## src/rtl/czonotope_stream_tx.sv

```systemverilog
`default_nettype none
// ============================================================================
// Module   : czonotope_stream_tx
// Purpose  : Streams a constrained zonotope (c, G, A, b) out of an element
//            store as a ready/valid beat stream. Fields are read in the
//            order c, G (row-major), A (row-major), b. Empty fields are
//            skipped. A 2-entry output buffer absorbs read latency so the
//            stream sustains one beat per cycle and never loses an element
//            under backpressure.
// Ports    : clk_i, rstn_i       clock, asynchronous active-low reset
//            start_i             start request (IDLE only)
//            n_i, ng_i, nc_i     dimensions, latched on an accepted start
//            rd_en_o, rd_sel_o,  element-store read request
//            rd_row_o, rd_col_o
//            rd_data_i           read data, valid one cycle after rd_en_o
//            m_valid_o, m_ready_i, m_data_o, m_field_o, m_last_o
//                                output beat stream
//            busy_o, done_o      status (done_o is a 1-cycle pulse)
// Revision : 1.0 - initial release
// ============================================================================
module czonotope_stream_tx #(
  parameter int NMAX       = 512,
  parameter int NGMAX      = 512,
  parameter int NCMAX      = 512,
  parameter int DATA_WIDTH = 32,
  localparam int NW   = $clog2(NMAX) + 1,
  localparam int NGW  = $clog2(NGMAX) + 1,
  localparam int NCW  = $clog2(NCMAX) + 1,
  localparam int RMAX = (NMAX > NCMAX) ? NMAX : NCMAX,
  localparam int RW   = $clog2(RMAX),
  localparam int CW   = $clog2(NGMAX)
) (
  input  logic                  clk_i,
  input  logic                  rstn_i,
  input  logic                  start_i,
  input  logic [NW-1:0]         n_i,
  input  logic [NGW-1:0]        ng_i,
  input  logic [NCW-1:0]        nc_i,
  output logic                  rd_en_o,
  output logic [1:0]            rd_sel_o,
  output logic [RW-1:0]         rd_row_o,
  output logic [CW-1:0]         rd_col_o,
  input  logic [DATA_WIDTH-1:0] rd_data_i,
  output logic                  m_valid_o,
  input  logic                  m_ready_i,
  output logic [DATA_WIDTH-1:0] m_data_o,
  output logic [1:0]            m_field_o,
  output logic                  m_last_o,
  output logic                  busy_o,
  output logic                  done_o
);

  typedef enum logic [2:0] {
    ST_IDLE  = 3'd0,
    ST_C     = 3'd1,
    ST_G     = 3'd2,
    ST_A     = 3'd3,
    ST_B     = 3'd4,
    ST_DRAIN = 3'd5
  } state_e;

  localparam logic [1:0] FLD_C = 2'd0;
  localparam logic [1:0] FLD_G = 2'd1;
  localparam logic [1:0] FLD_A = 2'd2;
  localparam logic [1:0] FLD_B = 2'd3;

  // Control state; row_q/col_q point at the next element to request.
  state_e          state_q;
  logic [NW-1:0]   n_q;
  logic [NGW-1:0]  ng_q;
  logic [NCW-1:0]  nc_q;
  logic [RW-1:0]   row_q;
  logic [CW-1:0]   col_q;

  // Read request stage (drives the store directly).
  logic            rd_en_q;
  logic [1:0]      rd_sel_q;
  logic [RW-1:0]   rd_row_q;
  logic [CW-1:0]   rd_col_q;
  logic            rd_last_q;

  // Arrival stage: tags the data presented on rd_data_i this cycle.
  logic            arr_valid_q;
  logic [1:0]      arr_field_q;
  logic            arr_last_q;

  // 2-entry output buffer.
  logic [DATA_WIDTH-1:0] buf_data_q  [2];
  logic [1:0]            buf_field_q [2];
  logic                  buf_last_q  [2];
  logic                  wr_ptr_q;
  logic                  rd_ptr_q;
  logic [1:0]            cnt_q;

  logic            done_q;

  // Combinational helpers.
  logic            is_idle;
  logic [NW-1:0]   n_eff;
  logic [NGW-1:0]  ng_eff;
  logic [NCW-1:0]  nc_eff;
  state_e          pos_state;
  state_e          after_state;
  state_e          nxt_state;
  logic [RW-1:0]   pos_row;
  logic [CW-1:0]   pos_col;
  logic [RW-1:0]   nxt_row;
  logic [CW-1:0]   nxt_col;
  logic [1:0]      pos_sel;
  logic [31:0]     lim_rows;
  logic [31:0]     lim_cols;
  logic            col_end;
  logic            row_end;
  logic            field_end;
  logic            has_buf;
  logic            head_valid;
  logic            pop;
  logic            push;
  logic [1:0]      cnt_d;
  logic            room;
  logic            in_field;
  logic            start_acc;
  logic            issue;
  logic            drain_exit;

  // --------------------------------------------------------------------------
  // Address walk: where the next request points and where it goes after.
  // In IDLE the walk is evaluated from c[0] with the live dimension inputs so
  // the first read can be issued on the very edge that accepts the start.
  // --------------------------------------------------------------------------
  always_comb begin
    is_idle     = (state_q == ST_IDLE);
    n_eff       = is_idle ? n_i  : n_q;
    ng_eff      = is_idle ? ng_i : ng_q;
    nc_eff      = is_idle ? nc_i : nc_q;
    pos_state   = is_idle ? ST_C : state_q;
    pos_row     = is_idle ? '0   : row_q;
    pos_col     = is_idle ? '0   : col_q;

    pos_sel     = FLD_C;
    lim_rows    = 32'(n_eff);
    lim_cols    = 32'd1;
    after_state = ST_DRAIN;
    case (pos_state)
      ST_C: begin
        pos_sel  = FLD_C;
        lim_rows = 32'(n_eff);
        lim_cols = 32'd1;
        if (ng_eff != '0)      after_state = ST_G;
        else if (nc_eff != '0) after_state = ST_B;
        else                   after_state = ST_DRAIN;
      end
      ST_G: begin
        pos_sel     = FLD_G;
        lim_rows    = 32'(n_eff);
        lim_cols    = 32'(ng_eff);
        after_state = (nc_eff != '0) ? ST_A : ST_DRAIN;
      end
      ST_A: begin
        pos_sel     = FLD_A;
        lim_rows    = 32'(nc_eff);
        lim_cols    = 32'(ng_eff);
        after_state = ST_B;
      end
      ST_B: begin
        pos_sel     = FLD_B;
        lim_rows    = 32'(nc_eff);
        lim_cols    = 32'd1;
        after_state = ST_DRAIN;
      end
      default: begin
        pos_sel     = FLD_C;
        after_state = ST_DRAIN;
      end
    endcase

    col_end   = (32'(pos_col) == lim_cols - 32'd1);
    row_end   = (32'(pos_row) == lim_rows - 32'd1);
    field_end = col_end && row_end;

    nxt_state = pos_state;
    nxt_row   = pos_row;
    nxt_col   = pos_col;
    if (field_end) begin
      nxt_state = after_state;
      nxt_row   = '0;
      nxt_col   = '0;
    end else if (col_end) begin
      nxt_row   = pos_row + RW'(1);
      nxt_col   = '0;
    end else begin
      nxt_col   = pos_col + CW'(1);
    end
  end

  // --------------------------------------------------------------------------
  // Output buffer bookkeeping and read throttling. When the buffer is empty
  // the arriving word is presented directly; if it is not taken it is
  // captured, so the presented value does not change while stalled.
  // --------------------------------------------------------------------------
  always_comb begin
    has_buf    = (cnt_q != 2'd0);
    head_valid = has_buf || arr_valid_q;
    pop        = head_valid && m_ready_i;
    push       = arr_valid_q && !(pop && !has_buf);
    cnt_d      = cnt_q + {1'b0, push} - {1'b0, pop && has_buf};
    // Next cycle's outstanding = buffered words + the read now on the bus.
    room       = (cnt_d + {1'b0, rd_en_q}) < 2'd2;
    in_field   = (state_q == ST_C) || (state_q == ST_G) ||
                 (state_q == ST_A) || (state_q == ST_B);
    start_acc  = is_idle && start_i;
    issue      = start_acc ? (n_i != '0) : (in_field && room);
    drain_exit = (state_q == ST_DRAIN) && (cnt_d == 2'd0) && !rd_en_q;
  end

  always_comb begin
    m_valid_o = head_valid;
    m_data_o  = '0;
    m_field_o = '0;
    m_last_o  = 1'b0;
    if (head_valid) begin
      m_data_o  = has_buf ? buf_data_q[rd_ptr_q]  : rd_data_i;
      m_field_o = has_buf ? buf_field_q[rd_ptr_q] : arr_field_q;
      m_last_o  = has_buf ? buf_last_q[rd_ptr_q]  : arr_last_q;
    end
  end

  assign rd_en_o  = rd_en_q;
  assign rd_sel_o = rd_sel_q;
  assign rd_row_o = rd_row_q;
  assign rd_col_o = rd_col_q;
  assign busy_o   = (state_q != ST_IDLE);
  assign done_o   = done_q;

  // --------------------------------------------------------------------------
  // Sequential state.
  // --------------------------------------------------------------------------
  always_ff @(posedge clk_i or negedge rstn_i) begin
    if (!rstn_i) begin
      state_q        <= ST_IDLE;
      n_q            <= '0;
      ng_q           <= '0;
      nc_q           <= '0;
      row_q          <= '0;
      col_q          <= '0;
      rd_en_q        <= 1'b0;
      rd_sel_q       <= '0;
      rd_row_q       <= '0;
      rd_col_q       <= '0;
      rd_last_q      <= 1'b0;
      arr_valid_q    <= 1'b0;
      arr_field_q    <= '0;
      arr_last_q     <= 1'b0;
      buf_data_q[0]  <= '0;
      buf_data_q[1]  <= '0;
      buf_field_q[0] <= '0;
      buf_field_q[1] <= '0;
      buf_last_q[0]  <= 1'b0;
      buf_last_q[1]  <= 1'b0;
      wr_ptr_q       <= 1'b0;
      rd_ptr_q       <= 1'b0;
      cnt_q          <= '0;
      done_q         <= 1'b0;
    end else begin
      done_q      <= 1'b0;
      rd_en_q     <= issue;
      arr_valid_q <= rd_en_q;
      arr_field_q <= rd_sel_q;
      arr_last_q  <= rd_last_q;

      if (start_acc) begin
        n_q  <= n_i;
        ng_q <= ng_i;
        nc_q <= nc_i;
        // An empty zonotope completes immediately without any reads.
        if (n_i == '0) done_q <= 1'b1;
      end

      if (issue) begin
        rd_sel_q  <= pos_sel;
        rd_row_q  <= pos_row;
        rd_col_q  <= pos_col;
        rd_last_q <= field_end;
        row_q     <= nxt_row;
        col_q     <= nxt_col;
        state_q   <= nxt_state;
      end

      if (drain_exit) begin
        state_q <= ST_IDLE;
        done_q  <= 1'b1;
      end

      if (push) begin
        buf_data_q[wr_ptr_q]  <= rd_data_i;
        buf_field_q[wr_ptr_q] <= arr_field_q;
        buf_last_q[wr_ptr_q]  <= arr_last_q;
        wr_ptr_q              <= ~wr_ptr_q;
      end
      if (pop && has_buf) rd_ptr_q <= ~rd_ptr_q;
      cnt_q <= cnt_d;
    end
  end

endmodule
`default_nettype wire

```

## config.mk

```make
export PLATFORM = sky130hd
export DESIGN_NAME = czonotope_stream_tx
export DESIGN_NICKNAME = d
export VERILOG_FILES = /design/src/rtl/czonotope_stream_tx.sv
export SDC_FILE = /design/constraint.sdc
export NUM_CORES = 1
export LEC_CHECK = 0
export CELL_PAD_IN_SITES_DETAIL_PLACEMENT = 0
export CELL_PAD_IN_SITES_GLOBAL_PLACEMENT = 1
export CORE_MARGIN = 3
export CORE_UTILIZATION = 40
export CTS_BUF_LIST = sky130_fd_sc_hd__clkbuf_4
export CTS_CLUSTER_DIAMETER = 120
export DETAILED_ROUTE_END_ITERATION = 12
export MAX_ROUTING_LAYER = met4
export PLACE_DENSITY = 0.79
export RECOVER_POWER = 100
export REMOVE_ABC_BUFFERS = 1
export SYNTH_ARGS = -nofsm -noshare
export SYNTH_HDL_FRONTEND = slang
export SYNTH_SLANG_ARGS = --single-unit
```

## constraint.sdc

```tcl
create_clock -name clk_i -period 3.55 [get_ports clk_i]
set_input_delay 0.71 -clock clk_i [delete_from_list [all_inputs] [get_ports clk_i]]
set_output_delay 0.71 -clock clk_i [all_outputs]
set_load 0.01 [all_outputs]
```

==> reports/results.ini, run 1 <==
[route]
drt-total-wl_mm=22.48
vias_per_cell=5.431
post_drt_wl_per_cell_um=17.17
dr.pass1.iters=5
remaining_drc_errors=0
vias=7109
drtIter0Drc=482
antenna_left=0

[outcome]
status=finished with violations
violations=capacitance limit, slew limit

[final_layout]
diodes=0
register_area_sq_um=3806
most-common-layout-cells=150 x dfrtp_1, 123 x clkdlybuf4s50_1, 100 x mux2_2, 87 x o21ai_0
drive_above_1_share_pct=25.41
multiInputGateArea_sq_um=4587
final_common_cell=dfrtp_1
fin_cells=1309
fin_nets=1100
syn2layout_area_growth_pct=28.57
fillers=1898
design_area_sq_um=11010

[placement]
pre_cts_ws_ns=-0.2223
place_area_sq_um=10560
finalWeightedCongestion=0.9058
place_hpwl_mm=16.06
dp.cells=1264
io_buffers=124

[timing]
setup_slack_ns=0.04414
drv_slew=99
holdWs_ns=0.3971
final_hold_viol_count=0
skew_ns=0.01689
grt_setup_unrepaired=true
clock.fmax_mhz=285.2
slew_headroom_pct=-11.27
tightest_slew_ns=1.669
period_minus_slack_ns=3.506
finalSetupViolCount=0
timing.final.crit_share_pct=98.76

[setup_path]
r2r_setup_slack_ns=0.04
cp-start-kind=flip-flop
crit_required_ns=4.01
endpoint_kind=flip-flop
critPathKind=reg2reg
arrival_ns=3.97
crit_path_max_fanout=6

[synth]
synthAdderAreaFrac_pct=1.169
synth_top_area_share_pct=44.42
synthArstFlopShare_pct=100.0
synth_warnings=0
synth_edf_count=0
synthCells=849
synth-xor-area-share_pct=2.528
synth.area.top_cells=dfrtp_1 44%, mux2_2 13%, mux2i_1 5.6%
ys_seq_area_share_pct=44.42
synth-simple-area-share_pct=16.72
yosysTopAreaCell=dfrtp_1
ys_types=73
ys.flop_type=dfrtp_1
synth_top_family_by_area=multiplexers
syn_avg_cell_area_sq_um=10.09
synth_area_sq_um=8563
synth_compound_area_share_pct=12.80
synth.area.mux_share_pct=18.89
synth-seq-cells=152

[grt]
antenna_found_initial=0
grt_pass1_vias=7099
grt_usage_pct=20.02
grt_first_pass_wirelength_mm=37.41
overflow=0
grt_max_degree=71

[cts]
htreeDepth=4
ctsRootBufferMaster=clkbuf_4
clk_latency_ns=0.57
clockBufferDepth=2
numCtsBuffers=17
holdBufCountCts=0
cts_tree=built
path_clk_slew_ns=0.14
clock_sinks=152

[floorplan]
core_area_sq_um=20620
start_util_pct=41.52
die_y_um=152.3
io_pins=125
row_count=52
dieArea_sq_um=23200
die_w_um=152.3

[job]
cap_violations=2

[power_and_ir_drop]
ir_worst_vdd_mv=0.5374
cellLeakagePower_nw=4.667
power.density_nw_per_um2=744.8

[hold_path]
hold_class=reg2reg

repair_timing:
action / 4_1_cts / 5_1_grt
buffers inserted: 0 / 12
pin swaps: 1 / 17
endpoints found under the setup margin: 8 / 33
gates cloned: 0 / 1
resized for setup: 7 / 23
synth_stat cells (10+ instances only):
cell type and number:
o21ai_0 88, a21oi_1 20, mux2_2 101, clkbuf_1 39, nand2_1 81, dfrtp_1 152, nor3_1 12, nand4_1 10
nand3_1 57, nor2_1 25, mux2i_1 48, xnor2_1 14, inv_1 14
cells by family (layout without fill, tap and decap cells):
kind of cell,after synthesis,after routing
fa+ha+maj,8,8
simple gates,268,269
xor+xnor,23,23
compound gates,175,175
mux,149,149
buf+inv,74,263
flops,152,152
per-layer routing:
metal / wire length, um / track usage [%] / share of wire (%)
met1: 10870 / 27.80 / 48
met2: 10200 / 30.61 / 45
met3: 1174 / 4.374 / 5.2
met4: 234 / 3.810 / 1.0
met5: 0 / - / 0
report_power, final:
| group | total, mW | internal (mW) | switching [mW] |
|---|---|---|---|
| clock | 1.09 | 0.375 | 0.712 |
| combinational | 4.48 | 2.23 | 2.24 |
| sequential | 2.64 | 2.28 | 0.357 |
| total | 8.20 | 4.89 | 3.31 |
sequential cells by signal (all words and copies together), names as in the netlist:
signal	flops
buf_data_q	64
n_q	10
nc_q	10
ng_q	10
col_q	9
rd_col_o	9
rd_row_o	9
row_q	9
buf_field_q	4
state_q	3
arr_field_q	2
buf_last_q	2
cnt_q	2
rd_sel_o	2
arr_last_q	1
arr_valid_q	1
done_o	1
rd_en_o	1
rd_last_q	1
rd_ptr_q	1
wr_ptr_q	1
critical path: stages (launching register included):
cell	delay [ns]
dfrtp_2	0.49
and3b_2	0.29
buf_6	0.14
or4_4	0.41
a32oi_2	0.24
nand2_1	0.11
nor2_1	0.13
ha_1	0.13
o211a_1	0.13
o2111ai_1	0.09
a31oi_1	0.20
o31ai_2	0.12
nor4_4	0.42
buf_4	0.19
nand3_2	0.06
o211a_1	0.26
stage by stage:
| stage | utilization, % | TNS [ns] | power [mW] |
|---|---|---|---|
| CTS | 52.68 | 0 | 8.329 |
| detailed placement | 51.18 | -2.098 | 7.219 |
| floorplan | - | -157.93 | 4.712 |
| finish | 53.38 | 0 | 8.200 |
| global placement | 51.18 | -1.632 | 7.104 |
| global route | 53.38 | -1.654 | 8.845 |
final timing paths:
path,end,start,cells after the start
setup / recovery,state_q[0],state_q[1],15
hold / removal,arr_last_q,rd_last_q,0
setup reg to reg,state_q[0],state_q[1],15
hold reg to reg,arr_last_q,rd_last_q,0
max in group asynchronous,state_q[1],rstn_i,2
min in group asynchronous,buf_data_q[63],rstn_i,1
layout make-up:
| type | count | share of cell area (%) |
|---|---|---|
| inverters | 16 | 0.5682 |
| repair buffers | 215 | 17.57 |
| well taps | 270 | 3.069 |
| clock buffers | 17 | 1.159 |
| multi-input cells | 624 | 41.66 |
| flip-flops and latches | 152 | 34.57 |
| clock inverters | 15 | 1.398 |
Power figures use the tool's default switching activity.
==> run 2, diff against run 1 <==
CORE_UTILIZATION = 35   (was 40)
PLACE_DENSITY = 0.71   (was 0.79)
==> run 2 against run 1 <==
The flow finishes with violations (capacitance limit, slew limit, setup timing). Worst hold slack improved by 0.0013 ns. Critical endpoint is now row_q[5]. Largest power group unchanged. Sequential share of layout area fell by 0.56 points. Sequential cell count did not move. Clock skew rose by 0.0037 ns. Critical path depth rose by 1.
==> reports/results.ini, run 2 (same netlist as run 1, synthesis figures left out) <==
[outcome]
status=finished with violations
violations=capacitance limit, slew limit, setup timing

[timing]
final_hold_viol_count=0
finalSetupViolCount=1
drv_slew=114
slew_headroom_pct=-92.98
grt_setup_unrepaired=true
skew_ns=0.02063
clock.fmax_mhz=281.0
period_minus_slack_ns=3.559
setup_slack_ns=-0.009017
tightest_slew_ns=2.895
timing.final.crit_share_pct=100.3

[route]
post_drt_wl_per_cell_um=17.17
antenna_left=0
vias_per_cell=5.257
vias=7181
drt-total-wl_mm=23.46
dr.pass1.iters=4
drtIter0Drc=348
remaining_drc_errors=0

[grt]
grt_first_pass_wirelength_mm=37.97
overflow=0
grt_usage_pct=18.35
grt_max_degree=115
antenna_found_initial=1
grt_pass1_vias=7161

[final_layout]
fillers=2248
syn2layout_area_growth_pct=30.70
final_common_cell=dfrtp_1
drive_above_1_share_pct=26.29
largest-register=buf_data_q
largest_reg_flops=64
most-common-layout-cells=150 x dfrtp_1, 123 x clkdlybuf4s50_1, 101 x mux2_2, 87 x o21ai_0, 85 x buf_4
fin_nets=1107

[setup_path]
crit_slowest_cell=dfrtp_2
worstPathCellList=buf_6 > nor3_4 > inv_4 > or3_4 > a32oi_4 > nand3_2 > nor2_2 > ha_1 > o211a_1 > o2111ai_2 > a31oi_2 > o31ai_2 > nor4_4 > nand3_4 > a41oi_2 > o21ai_1
cp-start-kind=flip-flop
cp_top_family=simple AND/OR/NAND/NOR gates
arrival_ns=4.00
critPathKind=reg2reg
path_buf_inv=2
endpoint_kind=flip-flop
critPathMaxStageDelay_ns=0.50
crit_path_max_fanout=5
crit_required_ns=3.99

[cts]
clockBufferDepth=2
clock_sinks=152
numCtsBuffers=17
clk_latency_ns=0.54
htreeDepth=4
holdBufCountCts=0
cts_tree=built
path_clk_slew_ns=0.15
ctsRootBufferMaster=clkbuf_4

[power_and_ir_drop]
ir_worst_vdd_mv=0.5983
cellLeakagePower_nw=4.738
power.density_nw_per_um2=754.3
total_power_mw=8.442

[placement]
pre_cts_ws_ns=-0.2892
finalWeightedCongestion=0.9065
io_buffers=124
place_hpwl_mm=16.68

[floorplan]
die_y_um=162.4
dieArea_sq_um=26380
io_pins=125
row_count=56
start_util_pct=36.05
die_w_um=162.4
core_area_sq_um=23750

[hold_path]
hold_class=reg2reg

[job]
cap_violations=1

==> run 2: cell count changes in the layout (fill, tap and decap cells not counted), moves of 2 or more <==
cell        previous run  this run
buf_4                 79        85
clkbuf_4              17        20
clkinvlp_4             2         0
nor4_2                 2         0
==> run 2: worst paths after layout <==
kind / slack [ns] / depth (start not counted) / startpoint / end
worst min register to register: 0.40 / 0 / rd_last_q / arr_last_q
worst max-delay path: -0.009 / 16 / state_q[0] / row_q[5]
worst min-delay path: 0.40 / 0 / rd_last_q / arr_last_q
max in group asynchronous: 0.62 / 1 / rstn_i / rd_ptr_q
min in group asynchronous: 1.01 / 1 / rstn_i / buf_data_q[13]
worst max register to register: -0.009 / 16 / state_q[0] / row_q[5]
==> run 2: report_power, final <==
part	switching, mW	leakage, nW	internal [mW]	total [mW]
sequential	0.335	1.84	2.28	2.62
combinational	2.33	2.74	2.38	4.71
clock	0.727	0.161	0.391	1.12
total	3.39	4.74	5.05	8.44
==> run 2: area by class of cell <==
| class | instances | area (sq um) | area share (%) |
|---|---|---|---|
| Clock buffer | 18 | 135.1 | 1.207 |
| Inverter | 16 | 62.56 | 0.5590 |
| Antenna cell | 1 | 2.502 | 0.02236 |
| Tap cell | 319 | 399.1 | 3.566 |
| Multi-Input combinational cell | 624 | 4636 | 41.42 |
| Clock inverter | 14 | 155.1 | 1.386 |
| Timing Repair Buffer | 222 | 1996 | 17.83 |
| Sequential cell | 152 | 3806 | 34.01 |
==> run 2: what timing repair did <==
item	4_1_cts	5_1_grt
setup endpoints to repair	14	18
gates resized for setup	16	21
cloned	1	0
pin swaps	5	16
setup buffers	9	3
==> run 2: routing by layer <==
layer | up-vias | GRT usage [%] | part of all wire (%)
li1 | 3490 | - | -
met1 | 3513 | 25.30 | 49
met2 | 159 | 28.18 | 45
met3 | 19 | 3.815 | 5.1
met4 | 0 | 3.916 | 1.0
met5 | - | - | 0
==> run 2: metrics by stage <==
stage / std cells / utilization [%] / hold slack (ns) / TNS, ns / area [sq um]
after floorplan: 791 / - / 0.3543 / -157.93 / 8325
after global placement: 1320 / 44.92 / 0.3635 / -2.742 / 10670
after detailed placement: 1320 / 44.92 / 0.3741 / -3.999 / 10670
after CTS: 1362 / 46.73 / 0.3032 / 0 / 11100
after global routing: 1366 / 47.12 / 0.4230 / -2.733 / 11190
final: 1366 / 47.12 / 0.3984 / -0.009017 / 11190
==> run 3, diff against run 2 <==
CORE_ASPECT_RATIO = 0.75   (was not set)
==> run 3 against run 2 <==
First-iteration DRC count increased by 36%. Worst hold slack improved by 0.032 ns. The run ends with capacitance limit, slew limit left. Clock power increased by 4%. Total power rose by 1.3%. Global-route usage rose by 1.2 points. Highest routed layer unchanged.
==> reports/results.ini, run 3 (same netlist as run 1, synthesis figures left out) <==
[route]
drtIter0Drc=473
drt-total-wl_mm=24.72
vias=7236
vias_per_cell=5.274
dr.pass1.iters=5
antenna_left=0
remaining_drc_errors=0
post_drt_wl_per_cell_um=18.02

[setup_path]
arrival_ns=3.96
worstPathCellList=and3b_2 > buf_6 > or4_4 > a32oi_2 > nand2_1 > nor2_2 > ha_1 > o211a_1 > o2111ai_1 > a31oi_1 > o31ai_2 > nor4_4 > buf_4 > nand2_2 > a32o_1
critPathKind=reg2reg
crit_path_max_fanout=7
crit_cells=15
reg2regPathDepth=15
endpoint_kind=flip-flop
crit_slowest_cell=dfrtp_2
crit_required_ns=4.00
path_buf_inv=2
cp_top_family=simple AND/OR/NAND/NOR gates
cp-start-kind=flip-flop
critPathMaxStageDelay_ns=0.47

[power_and_ir_drop]
total_power_mw=8.551
pwr-share-seq_pct=30.6
combPwrFrac_pct=55.8
cellLeakagePower_nw=4.730
ir_worst_vdd_mv=0.6052
clockPowerShare_pct=13.6
p_int_mw=5.164
power.density_nw_per_um2=763.1
switching_share_pct=39.60
p_sw_mw=3.386

[floorplan]
dieArea_sq_um=26400
io_pins=125
die_y_um=141.5
die_w_um=186.6
core_area_sq_um=23540
start_util_pct=36.37
row_count=48

[final_layout]
most-common-layout-cells=149 x dfrtp_1, 123 x clkdlybuf4s50_1, 101 x mux2_2, 86 x o21ai_0, 81 x buf_4
fin_cells=1372
fin_nets=1107
largest_reg_flops=64
design_area_sq_um=11210
drive_above_1_share_pct=26.00
largest-register=buf_data_q
final_util_pct=47.60
final_common_cell=dfrtp_1
syn2layout_area_growth_pct=30.86
fillers=2279

[placement]
place_area_sq_um=10720
finalWeightedCongestion=0.8742
place_hpwl_mm=17.47
dp.cells=1326
io_buffers=124

[timing]
grt_setup_unrepaired=true
finalSetupViolCount=0
timing.final.crit_share_pct=98.97
slew_headroom_pct=-6.033
period_minus_slack_ns=3.513
clock.fmax_mhz=284.6
drv_slew=76
tightest_slew_ns=1.585
skew_ns=0.02368
final_hold_viol_count=0

[hold_path]
hold_depth=0
hold_class=reg2reg

[cts]
path_clk_slew_ns=0.14
numCtsBuffers=17
clock_sinks=152
cts_tree=built
htreeDepth=4
clk_latency_ns=0.56
clockBufferDepth=2
holdBufCountCts=0
ctsRootBufferMaster=clkbuf_4

[grt]
grt_first_pass_wirelength_mm=39.98
grt_pass1_vias=7119
grt_usage_pct=19.54
antenna_found_initial=1
grt_max_degree=62
overflow=0

[outcome]
violations=capacitance limit, slew limit
status=finished with violations

[job]
cap_violations=2

[run 3: cell count changes in the layout (fill, tap and decap cells not counted), sizes merged]
cell,change
buf,-2
bufinv,+1
clkbuf,+2
clkinv,-1
clkinvlp,+4
inv,-4
[run 3: area by class of cell]
cell class              count  area (sq um)  area share [%]
diodes                      1         2.502         0.02233
clock buffers              18         135.1           1.206
clock inverters            14         167.7           1.496
inverters                  16         60.06          0.5360
multi-input cells         624          4609           41.13
flip-flops and latches    152          3807           33.98
well taps                 325         406.6           3.629
repair buffers            222          2017           18.00
[run 3: layer usage]
metal,up-vias,global-route usage (%),routed length [um]
met4,0,3.141,129
met1,3564,28.66,12550
met3,8,4.594,1521
li1,3478,-,-
met2,186,27.93,10510
met5,-,-,0
[run 3: what timing repair did]
item | 4_1_cts | 5_1_grt
resized for setup | 7 | 27
setup buffers | 3 | 9
cloned | 0 | 1
endpoints found under the setup margin | 16 | 16
pin swaps | 3 | 20
[run 3: worst paths after layout]
kind                             start             end  slack [ns]
hold / removal             rd_sel_o[0]  arr_field_q[0]        0.43
hold reg to reg            rd_sel_o[0]  arr_field_q[0]        0.43
min in group asynchronous       rstn_i         ng_q[8]        0.52
setup reg to reg            state_q[1]        row_q[1]        0.04
max in group asynchronous       rstn_i      state_q[0]        0.89
setup / recovery            state_q[1]        row_q[1]        0.04
[run 3: power by group through the flow]
stage | logic [mW] | registers [mW] | clock network (mW)
6_report | 4.77 | 2.62 | 1.16
3_5_place_dp | 4.82 | 2.67 | 0
5_1_grt | 5.25 | 2.70 | 1.30
2_1_floorplan | 2.06 | 2.65 | 0
3_3_place_gp | 4.77 | 2.65 | 0
4_1_cts | 4.84 | 2.63 | 1.22
[run 3: through the flow]
step | worst slack (ns) | setup TNS [ns] | hold slack (ns)
2_1_floorplan | -4.000 | -157.93 | 0.3543
3_3_place_gp | -0.2218 | -2.300 | 0.4133
3_5_place_dp | -0.2410 | -3.231 | 0.4135
4_1_cts | 0.01028 | 0 | 0.08457
5_1_grt | -0.1265 | -1.181 | 0.4398
6_report | 0.03657 | 0 | 0.4307
[run 3: worst register-to-register path: stages (launching register included)]
cell and delay, ns:
dfrtp_2 0.47, and3b_2 0.29, buf_6 0.14, or4_4 0.41
a32oi_2 0.27, nand2_1 0.12, nor2_2 0.11, ha_1 0.12
o211a_1 0.13, o2111ai_1 0.09, a31oi_1 0.21, o31ai_2 0.12
nor4_4 0.42, buf_4 0.19, nand2_2 0.06, a32o_1 0.26
